===== config.mk =====
export PLATFORM = sky130hd
export DESIGN_NAME = ps2_key_decoder
export DESIGN_NICKNAME = d
export VERILOG_FILES = /design/src/rtl/ps2_pkg.sv /design/src/rtl/ps2_frame_rx.sv /design/src/rtl/ps2_key_decoder.sv
export SDC_FILE = /design/constraint.sdc
export NUM_CORES = 1
export LEC_CHECK = 0
export CAP_MARGIN = 20
export CORE_MARGIN = 4
export CORE_UTILIZATION = 55
export DETAILED_ROUTE_END_ITERATION = 10
export HOLD_SLACK_MARGIN = 0.1
export PLACE_DENSITY = 0.74
export SLEW_MARGIN = 20
export SYNTH_ARGS = -nofsm -noshare
export SYNTH_HDL_FRONTEND = slang
export SYNTH_SLANG_ARGS = --single-unit

===== constraint.sdc =====
create_clock -name clk -period 2.8 [get_ports clk]
set_input_delay 0.56 -clock clk [delete_from_list [all_inputs] [get_ports clk]]
set_output_delay 0.56 -clock clk [all_outputs]
set_load 0.1 [all_outputs]

===== src/rtl/ps2_pkg.sv =====
// ps2_pkg
// Shared constants and types for the PS/2 key decoder.
//   PS2_BREAK / PS2_EXT : prefix bytes that modify the next key code
//   PS2_IGN_*           : keyboard status/ack bytes that never name a key
//   rx_state_t          : frame receiver FSM states
//   is_ignored()        : true for bytes that must not touch key state
package ps2_pkg;

    localparam logic [7:0] PS2_BREAK  = 8'hF0;
    localparam logic [7:0] PS2_EXT    = 8'hE0;

    localparam logic [7:0] PS2_IGN_00 = 8'h00;  // key detection error
    localparam logic [7:0] PS2_IGN_AA = 8'hAA;  // self-test passed
    localparam logic [7:0] PS2_IGN_EE = 8'hEE;  // echo
    localparam logic [7:0] PS2_IGN_FA = 8'hFA;  // acknowledge
    localparam logic [7:0] PS2_IGN_FE = 8'hFE;  // resend request
    localparam logic [7:0] PS2_IGN_FF = 8'hFF;  // buffer overrun

    typedef enum logic [1:0] {
        IDLE   = 2'd0,
        DATA   = 2'd1,
        PARITY = 2'd2,
        STOP   = 2'd3
    } rx_state_t;

    function automatic logic is_ignored(input logic [7:0] b);
        return (b == PS2_IGN_00) || (b == PS2_IGN_AA) || (b == PS2_IGN_EE) ||
               (b == PS2_IGN_FA) || (b == PS2_IGN_FE) || (b == PS2_IGN_FF);
    endfunction

endpackage


===== src/rtl/ps2_frame_rx.sv =====
// ps2_frame_rx
// Conditions the asynchronous PS/2 lines and deframes 11-bit device-to-host
// frames (start, 8 data LSB first, odd parity, stop).
// Ports:
//   i_clk, i_rst  : system clock, synchronous active-high reset
//   i_ps2_clk     : PS/2 clock line (asynchronous, idle high)
//   i_ps2_data    : PS/2 data line (asynchronous, idle high)
//   o_byte        : received data byte, valid while o_strobe is high
//   o_strobe      : high in the fall-event cycle that completes a good frame
//   o_err         : high in the cycle a parity/stop error or timeout is found
// o_strobe/o_err are decoded from the fall-event cycle itself so the parent
// can register every visible output one cycle after that event.
module ps2_frame_rx
    import ps2_pkg::*;
#(
    parameter int FILTER_LEN     = 8,
    parameter int TIMEOUT_CYCLES = 100000
) (
    input  logic       i_clk,
    input  logic       i_rst,
    input  logic       i_ps2_clk,
    input  logic       i_ps2_data,
    output logic [7:0] o_byte,
    output logic       o_strobe,
    output logic       o_err
);

    localparam int CNT_W = $clog2(TIMEOUT_CYCLES);
    // r_to_cnt is 0 in the first cycle after a fall event. The timeout fires
    // in the cycle where the count since the fall event steps to
    // TIMEOUT_CYCLES-1, so the registered error lands TIMEOUT_CYCLES-1 cycles
    // after the fall event.
    localparam logic [CNT_W-1:0] TO_LAST = CNT_W'(TIMEOUT_CYCLES - 3);

    // Input conditioning
    logic                  r_clk_s1;
    logic                  r_clk_s2;
    logic                  r_data_s1;
    logic                  r_data_s2;
    logic [FILTER_LEN-1:0] r_hist;
    logic                  r_filt;

    // Frame FSM
    rx_state_t             r_state;
    logic [2:0]            r_bit_cnt;
    logic [7:0]            r_shift;
    logic                  r_par_ok;
    logic [CNT_W-1:0]      r_to_cnt;

    logic w_all0;
    logic w_all1;
    logic w_fall;
    logic w_stop_cycle;
    logic w_timeout;

    assign w_all0 = (r_hist == '0);
    assign w_all1 = (r_hist == '1);
    // The filtered level is about to drop: this cycle is the fall event.
    assign w_fall = r_filt & w_all0;

    assign w_stop_cycle = w_fall && (r_state == STOP);
    // A fall event always wins over a timeout in the same cycle.
    assign w_timeout    = (r_state != IDLE) && !w_fall && (r_to_cnt == TO_LAST);

    assign o_byte   = r_shift;
    assign o_strobe = w_stop_cycle && r_data_s2 && r_par_ok;
    assign o_err    = (w_stop_cycle && !(r_data_s2 && r_par_ok)) || w_timeout;

    always_ff @(posedge i_clk) begin
        if (i_rst) begin
            r_clk_s1  <= 1'b1;
            r_clk_s2  <= 1'b1;
            r_data_s1 <= 1'b1;
            r_data_s2 <= 1'b1;
            r_hist    <= '1;
            r_filt    <= 1'b1;
        end else begin
            r_clk_s1  <= i_ps2_clk;
            r_clk_s2  <= r_clk_s1;
            r_data_s1 <= i_ps2_data;
            r_data_s2 <= r_data_s1;
            r_hist    <= {r_hist[FILTER_LEN-2:0], r_clk_s2};
            // Hysteresis: mixed history holds the previous level.
            if (w_all0) begin
                r_filt <= 1'b0;
            end else if (w_all1) begin
                r_filt <= 1'b1;
            end
        end
    end

    always_ff @(posedge i_clk) begin
        if (i_rst) begin
            r_state   <= IDLE;
            r_bit_cnt <= 3'd0;
            r_shift   <= 8'h00;
            r_par_ok  <= 1'b0;
            r_to_cnt  <= '0;
        end else begin
            if (w_fall || (r_state == IDLE)) begin
                r_to_cnt <= '0;
            end else begin
                r_to_cnt <= r_to_cnt + CNT_W'(1);
            end

            if (w_fall) begin
                case (r_state)
                    IDLE: begin
                        // A high "start" bit is line noise or a stray edge.
                        if (!r_data_s2) begin
                            r_state   <= DATA;
                            r_bit_cnt <= 3'd0;
                        end
                    end
                    DATA: begin
                        r_shift   <= {r_data_s2, r_shift[7:1]};
                        r_bit_cnt <= r_bit_cnt + 3'd1;
                        if (r_bit_cnt == 3'd7) begin
                            r_state <= PARITY;
                        end
                    end
                    PARITY: begin
                        r_par_ok <= ^{r_shift, r_data_s2};
                        r_state  <= STOP;
                    end
                    STOP: begin
                        r_state <= IDLE;
                    end
                    default: begin
                        r_state <= IDLE;
                    end
                endcase
            end else if (w_timeout) begin
                r_state <= IDLE;
            end
        end
    end

endmodule


===== src/rtl/ps2_key_decoder.sv =====
// ps2_key_decoder
// Turns PS/2 make/break traffic into the scan code of the currently held key
// for the note lookup stage.
// Ports:
//   clk, rst     : system clock, synchronous active-high reset
//   ps2_clk      : PS/2 clock line (asynchronous, idle high)
//   ps2_data     : PS/2 data line (asynchronous, idle high)
//   scan_code    : make code of the held key, 8'h00 when none
//   key_valid    : high while scan_code is non-zero
//   rx_byte      : last correctly received byte
//   code_strobe  : one-cycle pulse when rx_byte updates
//   frame_err    : one-cycle pulse on parity, stop or timeout error
// All outputs are registered and update the cycle after the stop-bit fall
// event. Extended (E0-prefixed) keys never play.
module ps2_key_decoder
    import ps2_pkg::*;
#(
    parameter int FILTER_LEN     = 8,
    parameter int TIMEOUT_CYCLES = 100000
) (
    input  logic       clk,
    input  logic       rst,
    input  logic       ps2_clk,
    input  logic       ps2_data,
    output logic [7:0] scan_code,
    output logic       key_valid,
    output logic [7:0] rx_byte,
    output logic       code_strobe,
    output logic       frame_err
);

    logic [7:0] w_byte;
    logic       w_strobe;
    logic       w_err;

    logic [7:0] r_scan;
    logic       r_valid;
    logic [7:0] r_rx_byte;
    logic       r_strobe;
    logic       r_err;
    logic       r_break;
    logic       r_ext;

    ps2_frame_rx #(
        .FILTER_LEN     (FILTER_LEN),
        .TIMEOUT_CYCLES (TIMEOUT_CYCLES)
    ) u_rx (
        .i_clk      (clk),
        .i_rst      (rst),
        .i_ps2_clk  (ps2_clk),
        .i_ps2_data (ps2_data),
        .o_byte     (w_byte),
        .o_strobe   (w_strobe),
        .o_err      (w_err)
    );

    always_ff @(posedge clk) begin
        if (rst) begin
            r_scan    <= 8'h00;
            r_valid   <= 1'b0;
            r_rx_byte <= 8'h00;
            r_strobe  <= 1'b0;
            r_err     <= 1'b0;
            r_break   <= 1'b0;
            r_ext     <= 1'b0;
        end else begin
            r_strobe <= w_strobe;
            r_err    <= w_err;
            if (w_strobe) begin
                r_rx_byte <= w_byte;
                if (w_byte == PS2_BREAK) begin
                    r_break <= 1'b1;
                end else if (w_byte == PS2_EXT) begin
                    r_ext <= 1'b1;
                end else if (is_ignored(w_byte)) begin
                    // Status bytes leave pending prefixes armed.
                    r_break <= r_break;
                end else if (r_ext) begin
                    // Extended make or break: drop it and forget both prefixes.
                    r_ext   <= 1'b0;
                    r_break <= 1'b0;
                end else if (r_break) begin
                    // Releasing a key that is no longer the held one is a no-op.
                    r_break <= 1'b0;
                    if (w_byte == r_scan) begin
                        r_scan  <= 8'h00;
                        r_valid <= 1'b0;
                    end
                end else begin
                    // Last press wins; typematic repeats reload the same code.
                    r_scan  <= w_byte;
                    r_valid <= 1'b1;
                end
            end
        end
    end

    assign scan_code   = r_scan;
    assign key_valid   = r_valid;
    assign rx_byte     = r_rx_byte;
    assign code_strobe = r_strobe;
    assign frame_err   = r_err;

endmodule


Word-level counts from Yosys, hierarchy flattened
Index checks and enable logic that the tools add are counted.
{ "word_totals": {"input_bits": 4, "word_cells": 95, "regBits": 65} }
{ "op_classes": {"n_mux": 17, "add_sub_neg": 2, "reduce_logical": 32, "bitwise": 5, "n_eq_ne": 21} }
{ "op_table": {"columns": ["cell", "count"], "rows": [
  ["8-bit == test, second input constant", 8],
  ["17-bit by 1-bit adder with 17-bit output, second input constant", 1],
  ["17-bit == test, second input constant", 1],
  ["8-bit logical NOT", 2],
  ["8-bit 2-to-1 mux", 2],
  ["3-bit AND reduction", 4],
  ["9-bit XOR reduction", 1],
  ["8-bit == test", 1],
  ["1-bit 2-to-1 mux", 8],
  ["2-bit 2-to-1 mux", 4],
  ["2-bit inequality test, second input constant", 4],
  ["2-bit case mux with 4 select lines", 1],
  ["2-bit nonzero test", 4],
  ["1-bit logical AND", 7],
  ["1-bit logical OR", 7],
  ["3-bit inequality test, second input constant", 2],
  ["3-bit case mux with 2 select lines", 1],
  ["6-bit AND reduction", 1],
  ["2-bit == test, second input constant", 2],
  ["1-bit inverter", 4],
  ["2-bit AND reduction", 2],
  ["3-bit by 1-bit adder with 3-bit output, second input constant", 1],
  ["3-bit == test, second input constant", 1],
  ["3-bit 2-to-1 mux", 1],
  ["other kinds (6)", 7]
]} }

Longest topological paths before layout
{ "logic_depth": {"word_depth": 9, "ltp_mapped": 7, "depth_no_buf": 7} }

By module
Synthesis repeated with hierarchy kept, for this count alone.
{ "hier_totals": {"hier_cells": 296, "area_unflattened_um2": 2783.9} }
{ "modules_own_cells": {"columns": ["module", "cells_each", "area_each_um2", "n_inst"], "rows": [
  ["ps2_frame_rx", 207, 1870.5, 1],
  ["ps2_key_decoder", 89, 913.4, 1]
]} }

Worst setup path before layout
No wires, ideal clock.
{ "synth_timing": {"path_type": "register to register", "from": "register r_scan[2], in the netlist scan_code[2]", "to": "register r_valid, in the netlist key_valid", "t_arrival_ps": 2042, "t_required_ps": 2677, "slack_ps": 635, "setup_ps": 123, "path_stages_with_launch": 7, "path_cell_list": "dfxtp_1 xnor2_1 nand4_1 o21ai_0 and4_1 buf_6 mux2_1"} }
{ "synth_between": {"elab_chain_len": 3} }
{ "synth_lines": {"columns": ["item", "line", "text"], "rows": [
  ["start, declared", "ps2_key_decoder.sv:36", "logic [7:0] r_scan;"],
  ["start signal, assigned", "ps2_key_decoder.sv:91", "r_scan <= w_byte;"],
  ["8-bit == test", "ps2_key_decoder.sv:85", "if (w_byte == r_scan) begin"],
  ["2-bit by 1-bit inequality test with 1-bit output (no source line)", null, null],
  ["6-bit AND reduction (no source line)", null, null],
  ["end signal, assigned", "ps2_key_decoder.sv:60", "r_valid <= 1'b0;"],
  ["end signal, assigned", "ps2_key_decoder.sv:87", "r_valid <= 1'b0;"],
  ["end signal, assigned", "ps2_key_decoder.sv:92", "r_valid <= 1'b1;"],
  ["end, declared", "ps2_key_decoder.sv:37", "logic r_valid;"]
]} }
Every way passes these cells.
A chain may end at the register's enable or synchronous reset.

Worst setup path in the final report
{ "layout_timing": {"from": "register u_rx.r_hist[5]", "to": "register r_valid, in the netlist key_valid"} }
{ "layout_between": {"elab_chain_len": 6} }
{ "layout_lines": {"columns": ["item", "line", "text"], "rows": [
  ["start, declared", "ps2_frame_rx.sv:40", "logic [FILTER_LEN-1:0] r_hist;"],
  ["start signal, assigned", "ps2_frame_rx.sv:82", "r_hist <= {r_hist[FILTER_LEN-2:0], r_clk_s2};"],
  ["8-bit logical NOT", "ps2_frame_rx.sv:56", "assign w_all0 = (r_hist == '0);"],
  ["1-bit bitwise AND", "ps2_frame_rx.sv:59", "assign w_fall = r_filt & w_all0;"],
  ["1-bit logical AND", "ps2_frame_rx.sv:61", "assign w_stop_cycle = w_fall && (r_state == STOP);"],
  ["1-bit logical AND (2 in series)", "ps2_frame_rx.sv:66", "assign o_strobe = w_stop_cycle && r_data_s2 && r_par_ok;"],
  ["6-bit AND reduction (no source line)", null, null]
]} }
Every way passes these cells.

==> impl_metrics.toml <==
[timing]
rsz0062_at_grt = "no"
timing.fmax_mhz = 475
worst_slack_ns = 0.693
finalHoldViolCount = 0
skew_ns = 0.00489
finalSetupViolCount = 0
min_period_over_period = 0.752
fin_crit_ns = 2.11
slew_headroom = 0.574
final.setup.tns_ns = 0
worstMarginPinSlew_ns = 0.634
maxSlewViolCount = 0
whs_ns = 0.415

[synthesis]
yosys_warnings = 0
synth_fa_ha_area_frac = 0.0344
yosysMostFrequentCell = "dfxtp_1"
syn_inst = 306
synth_top_area_frac = 0.448
post_synth_mux_area_share = 0.111
synth-xor-area-share = 0.0951
synth_common_cells = "dfxtp_1, nor2_1, mux2i_1, nand2_1, xnor2_1"
ys_seq_area_frac = 0.448
ys_types = 39
synthSimpleGateAreaFrac = 0.243
syn_area_um2 = 2910
syn_avg_cell_area_um2 = 9.50
synth_compound_gate_area_share = 0.0314
synth_nets = 318
synthArstFlopShare = 0
synth_top_cells_by_area = "dfxtp_1, mux2i_1, nor2_1"
synthFlopType = "dfxtp_1"
synth_top_area_cell = "dfxtp_1"
ys_seq_elements = 65
synth_edf_count = 0
synth_top_family_by_area = "simple AND/OR/NAND/NOR gates"

[placed_design]
post-place-cells = 383
placed_area_um2 = 3110
dp_hpwl_mm = 3.58
pre_cts_ws_ns = 0.691
routabilityCongestion = 0.746
portBuffers = 22

[clock_tree]
cts_setup_buffers = 0
cts_htree_levels = 3
clk_pin_slew_ns = 0.06
cts_hold_buf = 0
clockBufferDepth = 2
numCtsBuffers = 9
cts.sink_count = 65
clock_latency_ns = 0.34
tritoncts = "done"
cts.repair.resized = 0
cts_root_buf = "clkbuf_8"

[worst_setup_path]
path_common_cell = "and4_1"
critical-path-max-stage-delay_ns = 0.58
startpoint_type = "flop"
worstPathBufferInverterCount = 1
endpoint_kind = "flop"
cp_cell_sequence = "or4_4, nor2_8, and4_1, and4_1, buf_4, mux2_1"
required_ns = 3.02
crit_fanout = 9
path_delay_family = "simple AND/OR/NAND/NOR gates"
worstReg2RegStart = "u_rx.r_hist[5]$_SDFF_PP1_"
critPathKind = "reg -> reg"
rrSetupSlack_ns = 0.69
r2r_cells = 6
rr_endpoint = "key_valid$_SDFFE_PP0P_"
slowest_stage = "or4_4"
cp.arrival_ns = 2.33

[final_layout]
final_area_um2 = 3320
fillCellCount = 425
layout.cells.non_filler = 399
drive_above_1_share = 0.164
antenna_cells = 0
syn2layout_area_growth_pct = 14.1
final_nets = 336

[drt]
drc = 0
wl_per_cell_um = 13.0
drt_iter0_drc = 72
vias = 2054
antenna_left = 0
drt_wl_total_mm = 5.18
dr.pass1.iters = 4
viasPerCell = 5.15

[global_routing]
grt_max_degree = 32
grt_pass1_wl_mm = 9.00
grt_usage = 0.180
grt_overflow = 0
antenna_found_initial = 0
grt_pass1_vias = 2006

[power]
p_leak_uw = 0.00133
power_density_nw_per_um2 = 532
peakVddDrop_uv = 388

[hold_path]
min_path_type = "reg -> reg"
min_from = "u_rx.r_clk_s2$_SDFF_PP1_"
min_to = "u_rx.r_hist[0]$_SDFF_PP1_"
hold_depth = 1

[floorplanning]
core_um2 = 5110
die_h_um = 80.7
die-area_um2 = 6510
start_util = 0.569
std_cell_rows = 26
ios = 23
die_w_um = 80.7

[run_status]
status = "completed"

[flow_run]
max_cap_violations = 0
[sequential cells by signal, summed over array words and instances (netlist names), 2 cells and up]
| signal | flops |
|---|---|
| u_rx.r_to_cnt | 17 |
| rx_byte | 8 |
| scan_code | 8 |
| u_rx.o_byte | 8 |
| u_rx.r_hist | 8 |
| u_rx.r_bit_cnt | 3 |
| u_rx.r_state | 2 |
[how the worst max path moves through the flow]
stage	slack, ns	to	from	cells past startpoint
floorplan	0.63	key_valid$_SDFFE_PP0P_	scan_code[2]$_SDFFE_PP0P_	6
global placement	0.73	key_valid$_SDFFE_PP0P_	u_rx.r_hist[5]$_SDFF_PP1_	6
detailed placement	0.69	key_valid$_SDFFE_PP0P_	u_rx.r_hist[5]$_SDFF_PP1_	6
CTS	0.68	key_valid$_SDFFE_PP0P_	u_rx.r_hist[5]$_SDFF_PP1_	6
global route	0.58	key_valid$_SDFFE_PP0P_	u_rx.o_byte[1]$_SDFFE_PP0P_	6
finish	0.69	key_valid$_SDFFE_PP0P_	u_rx.r_hist[5]$_SDFF_PP1_	6
[layer usage]
layer | GRT usage | part of all wire | up-vias
li1 | - | - | 1060
met1 | 0.212 | 0.47 | 951
met2 | 0.295 | 0.47 | 33
met3 | 0.0561 | 0.036 | 10
met4 | 0.0946 | 0.019 | 0
met5 | 0 | 0 | -
[cells in the final DEF, fill, tap and decap left out, drive strengths merged, types with 4 or more instances in the layout]
master | synthesis | final
dfxtp | 65 | 65
nor2 | 47 | 47
mux2i | 30 | 30
buf | 6 | 23
nand2 | 20 | 20
xnor2 | 18 | 18
clkbuf | 13 | 14
or2 | 13 | 13
nand4 | 11 | 11
nand2b | 11 | 11
xor2 | 11 | 11
nand3 | 8 | 8
ha | 8 | 8
inv | 6 | 6
nor4 | 4 | 4
[through the flow]
stage,utilization,total power [uW]
floorplan,-,967
CTS,0.650,1790
finish,0.650,1770
detailed placement,0.609,976
global placement,0.609,976
global route,0.650,1830
[final cells by class]
type | count | area (um^2) | share of cell area
inverter | 6 | 22.5 | 0.00679
clock inverter | 2 | 35.0 | 0.0106
timing repair buffer | 26 | 203 | 0.0611
multi-input combinational | 216 | 1500 | 0.451
sequential | 65 | 1300 | 0.392
tap | 70 | 87.6 | 0.0264
clock buffer | 14 | 173 | 0.0520
[power breakdown]
| part | total, uW | leakage (uW) | switching (uW) | internal, uW |
|---|---|---|---|---|
| Sequential | 930 | 0.000525 | 1.77 | 928 |
| Clock | 811 | 0.000107 | 328 | 484 |
| Combinational | 25.3 | 0.000696 | 14.0 | 11.3 |
| Total | 1770 | 0.00133 | 344 | 1420 |
[worst register-to-register path, stage by stage, from the launching register on]
cell	delay (ns)
dfxtp_1	0.33
or4_4	0.58
nor2_8	0.18
and4_1	0.22
and4_1	0.17
buf_4	0.19
mux2_1	0.33
[logic make-up after synthesis]
| kind of cell | Yosys count |
|---|---|
| AND/OR/NAND/NOR | 134 |
| multiplexers | 32 |
| XOR/XNOR | 30 |
| adder cells (fa/ha/maj) | 8 |
| flip-flops | 65 |
| AO/OA/AOI/OAI | 12 |
| buffers and inverters | 25 |
No activity file was read; power rests on OpenSTA's default activity.
